File: config.mk
export PLATFORM = sky130hd
export DESIGN_NAME = regfile_write_arbiter
export DESIGN_NICKNAME = d
export VERILOG_FILES = /design/src/rtl/regfile_write_arbiter.sv
export SDC_FILE = /design/constraint.sdc
export NUM_CORES = 1
export LEC_CHECK = 0
export CAP_MARGIN = 15
export CORE_MARGIN = 3
export CORE_UTILIZATION = 32
export DETAILED_ROUTE_END_ITERATION = 10
export GPL_TIMING_DRIVEN = 0
export PLACE_DENSITY = 0.94
export SLEW_MARGIN = 20
export SYNTH_ARGS = -nofsm -noshare
export SYNTH_HDL_FRONTEND = slang
export SYNTH_SLANG_ARGS = --single-unit
File: constraint.sdc
create_clock -name clk -period 2.3 [get_ports clk]
set_input_delay 0.23 -clock clk [delete_from_list [all_inputs] [get_ports clk]]
set_output_delay 0.23 -clock clk [all_outputs]
set_load 0.01 [all_outputs]
File: src/rtl/regfile_write_arbiter.sv
`default_nettype none
// ============================================================================
// Module      : regfile_write_arbiter
// Description : Register file write-port controller: post-reset zero sweep of
//               x1..x(2^ADDR_W-1), then core-priority arbitration against a
//               debug requester with a starvation-bounded forced stall.
// Revision    : 1.0 - initial release
// ============================================================================
module regfile_write_arbiter #(
    parameter int DATA_W   = 32,
    parameter int ADDR_W   = 5,
    parameter int MAX_WAIT = 4
) (
    input  logic              clk,
    input  logic              rst,
    input  logic              core_we,
    input  logic [ADDR_W-1:0] core_waddr,
    input  logic [DATA_W-1:0] core_wdata,
    output logic              core_stall,
    input  logic              dbg_valid,
    input  logic [ADDR_W-1:0] dbg_waddr,
    input  logic [DATA_W-1:0] dbg_wdata,
    output logic              dbg_ready,
    input  logic              clr_req,
    output logic              rf_we,
    output logic [ADDR_W-1:0] rf_waddr,
    output logic [DATA_W-1:0] rf_wdata,
    output logic              init_done
);

    typedef enum logic [0:0] {
        ST_INIT = 1'b0,
        ST_RUN  = 1'b1
    } state_t;

    localparam logic [ADDR_W-1:0] c_addr_one  = {{(ADDR_W-1){1'b0}}, 1'b1};
    localparam logic [ADDR_W-1:0] c_addr_last = '1;
    localparam logic [3:0]        c_max_wait  = 4'(MAX_WAIT);

    state_t            r_state_q,    w_state_d;
    logic [ADDR_W-1:0] r_clr_addr_q, w_clr_addr_d;
    logic [3:0]        r_wait_cnt_q, w_wait_cnt_d;

    logic w_forced;
    logic w_core_wr;

    always_ff @(posedge clk or negedge rst) begin
        if (!rst) begin
            r_state_q    <= ST_INIT;
            r_clr_addr_q <= c_addr_one;
            r_wait_cnt_q <= 4'd0;
        end else begin
            r_state_q    <= w_state_d;
            r_clr_addr_q <= w_clr_addr_d;
            r_wait_cnt_q <= w_wait_cnt_d;
        end
    end

    always_comb begin
        w_state_d    = r_state_q;
        w_clr_addr_d = r_clr_addr_q;
        w_wait_cnt_d = 4'd0;
        w_forced     = 1'b0;
        w_core_wr    = 1'b0;
        rf_we        = 1'b0;
        rf_waddr     = '0;
        rf_wdata     = '0;
        core_stall   = 1'b1;
        dbg_ready    = 1'b0;
        init_done    = 1'b0;

        // Outputs are held at their idle values for the whole time rst is low.
        if (rst) begin
            case (r_state_q)
                ST_INIT: begin
                    rf_we    = 1'b1;
                    rf_waddr = r_clr_addr_q;
                    if (r_clr_addr_q == c_addr_last) begin
                        w_state_d    = ST_RUN;
                        w_clr_addr_d = c_addr_one;
                    end else begin
                        w_clr_addr_d = r_clr_addr_q + c_addr_one;
                    end
                end
                ST_RUN: begin
                    init_done  = 1'b1;
                    w_forced   = (r_wait_cnt_q == c_max_wait);
                    core_stall = w_forced;
                    w_core_wr  = !w_forced && core_we && (core_waddr != '0);
                    if (w_core_wr) begin
                        rf_we    = 1'b1;
                        rf_waddr = core_waddr;
                        rf_wdata = core_wdata;
                    end else begin
                        dbg_ready = 1'b1;
                        rf_we     = dbg_valid && (dbg_waddr != '0);
                        rf_waddr  = dbg_waddr;
                        rf_wdata  = dbg_wdata;
                    end
                    // Count only cycles where a pending request lost to the core.
                    if (dbg_valid && !dbg_ready) begin
                        w_wait_cnt_d = r_wait_cnt_q + 4'd1;
                    end
                    if (clr_req) begin
                        w_state_d    = ST_INIT;
                        w_clr_addr_d = c_addr_one;
                        w_wait_cnt_d = 4'd0;
                    end
                end
                default: begin
                    w_state_d    = ST_INIT;
                    w_clr_addr_d = c_addr_one;
                end
            endcase
        end
    end

endmodule
`default_nettype wire

==> run summary <==
Synth area leaders -> sky130_fd_sc_hd__mux2i_1 (24%), sky130_fd_sc_hd__nand2_1 (21%), sky130_fd_sc_hd__dfrtp_1 (17%)
Skew-Pair Late Insertion Delay -> 0.23 ns
mapped cell area -> 1330 um^2
Primary FF master, synth -> sky130_fd_sc_hd__dfrtp_1
final worst slack -> 0.0440 ns
overflow left after global routing -> 0
root buffer cell -> sky130_fd_sc_hd__clkbuf_8
list of most frequent post-synthesis cells -> sky130_fd_sc_hd__nand2_1 (75), sky130_fd_sc_hd__mux2i_1 (32), sky130_fd_sc_hd__clkbuf_1 (10)
Crit path required time -> 2.07 ns
die boundary height -> 70.5 um
global-route wire length before repair -> 8.55 mm
Area Growth Syn to Fin -> 95.1%
Final Max Slew Viols -> 0
measured slew at the worst slew-check pin -> 0.603 ns
arrival time at the worst endpoint -> 2.03 ns
first-iteration detailed-routing DRC count -> 79
die area -> 4970 um^2
DP Area -> 2580 um^2
number of H-tree levels -> 1
top cell type by total area after synthesis -> sky130_fd_sc_hd__mux2i_1
post-route minimum period -> 2.26 ns
Clk pin slew, worst setup/hold paths -> 0.04 ns
DRC violation count after routing -> 0
share of the cycle needed by the critical path after routing -> 98.1%
first-pass iteration count of the detailed router -> 5
placed instance count -> 356
Avg Synthesized Cell Area -> 7.05 um^2
share of layout cells above drive strength 1 -> 14.1%
global placer's final weighted congestion -> 0.855
number of distinct library cells after synthesis -> 30
Sink Count -> 10
kind of critical path -> input pin to output port
Worst R2R Setup Slack -> 0.79 ns
TritonCTS clock tree -> done
Tightest Hold Check Type -> input pin to asynchronous set/reset pin
initial antenna violation count -> 0
slowest cell on the critical path -> sky130_fd_sc_hd__or4_4
total number of yosys warnings -> 0
dominant cell by count in the synthesized netlist -> sky130_fd_sc_hd__nand2_1
Die W -> 70.5 um
Detail Placement HPWL -> 4.50 mm
RSZ-0062 raised after global routing -> false
pin count of the biggest net entering global routing -> 11
I/O pin count -> 120
fraction of registers with async set or reset after synthesis -> 100%
starting utilization of the core area -> 34.8%
post-route cell area -> 2600 um^2
wire length per cell after detailed routing -> 15.1 um
kind of start point of the critical path -> input pin
sort of element at the end of the critical path -> output port
via total after detailed routing -> 1899
peak supply drop -> 0.239 mV
Routed WL -> 5.55 mm
area share of the leading cell type in the synthesized netlist -> 24.0%
worst slack at placement -> -1.04 ns
Max-slew headroom -> 59.4%
CP Cell Sequence -> dlygate4sd2_1 > or4_4 > o211a_1 > buf_6 > buf_8 > buf_12 > mux2i_1 > buf_2
Max stage delay on crit path -> 0.53 ns
Largest delay share family, worst path -> buffers and inverters
status -> finished clean
total routing usage reported by global routing -> 21.0%
Worst Hold Slack -> 0.0711 ns
number of synthesized register bits -> 10
PwrDens -> 482 nW/um^2
number of maximum-capacitance violations -> 0
timing-limited maximum frequency -> 443 MHz
final hold viol count -> 0
number of nets in the synthesized netlist -> 272
number of cell rows -> 22
number of CTS-inserted buffers -> 3
setup skew after layout -> 0.00298 ns
number of standard cells after synthesis -> 189
number of buffers on the longest clock path -> 2
number of endpoints failing setup at the final stage -> 0
ANT nets after route -> 0
post-detailed-route via-to-cell ratio -> 5.16
leakage power of the design -> 1.21 nW
sequential cell area fraction in the yosys report -> 18.9%
final non-filler cell total -> 368
number of diodes -> 0
standard cell core area -> 3830 um^2
fill cell total of the finished layout -> 320
net count of the finished layout -> 404
crit path buf inv count -> 5
via count of the first global-routing pass -> 1846
Port Buf Inserts -> 119
count of flip-flops with a built-in enable after synthesis -> 0
maximum net fanout on the critical path -> 10
==> area by class of cell <==
type | instances | area, um^2 | share of cell area [%]
Buffer | 14 | 95.1 | 3.66
Clock buffer | 4 | 55.1 | 2.12
Inverter | 6 | 22.5 | 0.866
Tap cell | 48 | 60.1 | 2.31
Timing Repair Buffer | 127 | 1130 | 43.6
Multi-Input combinational cell | 159 | 982 | 37.8
Sequential cell | 10 | 251 | 9.67
==> timing repair <==
action                                 in CTS  in global routing
gates resized for setup                   121                  1
endpoints found under the hold margin       9                  0
setup endpoints to repair                  41                  8
pin swaps                                   2                  1
setup buffers                               5                  2
hold buffers                                1                  0
==> layout by cell type, fill, tap and decap left out, types with 5 or more instances in the layout <==
cell,count
sky130_fd_sc_hd__clkbuf_1,5
sky130_fd_sc_hd__mux2i_1,32
sky130_fd_sc_hd__o211ai_1,6
sky130_fd_sc_hd__dfrtp_1,9
sky130_fd_sc_hd__nor3_1,5
sky130_fd_sc_hd__buf_2,22
sky130_fd_sc_hd__clkbuf_2,5
sky130_fd_sc_hd__inv_1,6
sky130_fd_sc_hd__nand2_1,75
sky130_fd_sc_hd__clkdlybuf4s50_1,75
sky130_fd_sc_hd__buf_4,6
sky130_fd_sc_hd__nand4_1,5
sky130_fd_sc_hd__dlygate4sd2_1,21
==> where the power goes <==
| part | internal [W] | total (W) | switching (W) |
|---|---|---|---|
| combinational | 0.000396 | 0.000750 | 0.000354 |
| clock | 0.000150 | 0.000215 | 0.0000645 |
| sequential | 0.000229 | 0.000290 | 0.0000607 |
| total | 0.000775 | 0.00125 | 0.000480 |
==> logic make-up (layout without fill, tap and decap cells) <==
group                      after synthesis  count (layout)  share of synthesized area, %
and+or+nand+nor                         97              97                          31.4
muxes                                   33              33                          24.9
AOI/OAI and AO/OA                       23              23                          12.4
buffers and inverters                   20             151                          7.42
DFF                                     10              10                          18.9
adders and majority gates                4               4                          3.76
xor gates and xnor gates                 2               2                          1.31
==> through the flow <==
step | utilization [%] | total power (W) | TNS [ns]
2_1_floorplan | - | 0.000672 | 0
3_3_place_gp | 67.5 | 0.00107 | -25.58
3_5_place_dp | 67.5 | 0.00110 | -27.64
4_1_cts | 67.5 | 0.00126 | 0
5_1_grt | 68.0 | 0.00135 | 0
6_report | 68.0 | 0.00125 | 0
==> registers in the layout, summed over array words and instances (netlist names) <==
register      cells
r_clr_addr_q      5
r_wait_cnt_q      4
r_state_q         1
==> path summary, 6_finish.rpt <==
kind                                             startpoint                           to  cells after the start
worst max-delay path                          core_waddr[4]                  rf_wdata[8]                      8
worst min-delay path                                    rst  r_clr_addr_q[0]$_DFFE_PN1P_                      1
worst max register to register  r_clr_addr_q[0]$_DFFE_PN1P_  r_clr_addr_q[3]$_DFFE_PN0P_                      5
worst min register to register  r_clr_addr_q[0]$_DFFE_PN1P_  r_clr_addr_q[0]$_DFFE_PN1P_                      2
max in group asynchronous                               rst        r_state_q$_DFFE_PN0P_                      2
min in group clk                r_clr_addr_q[0]$_DFFE_PN1P_  r_clr_addr_q[0]$_DFFE_PN1P_                      2
==> worst reg2reg max path, cell delays in order, from the launching register on <==
cell,delay [ns]
sky130_fd_sc_hd__dfstp_2,0.58
sky130_fd_sc_hd__ha_1,0.20
sky130_fd_sc_hd__and3_1,0.16
sky130_fd_sc_hd__ha_1,0.18
sky130_fd_sc_hd__nor2_1,0.07
sky130_fd_sc_hd__a22o_1,0.21
==> routing by layer <==
metal,vias up,routed length (um),GRT usage (%)
met5,-,0,0
met4,0,116,6.05
met3,13,254,2.98
met2,86,3070,40.0
met1,881,2100,24.2
li1,919,-,-
(Power assumes the default switching activity.)
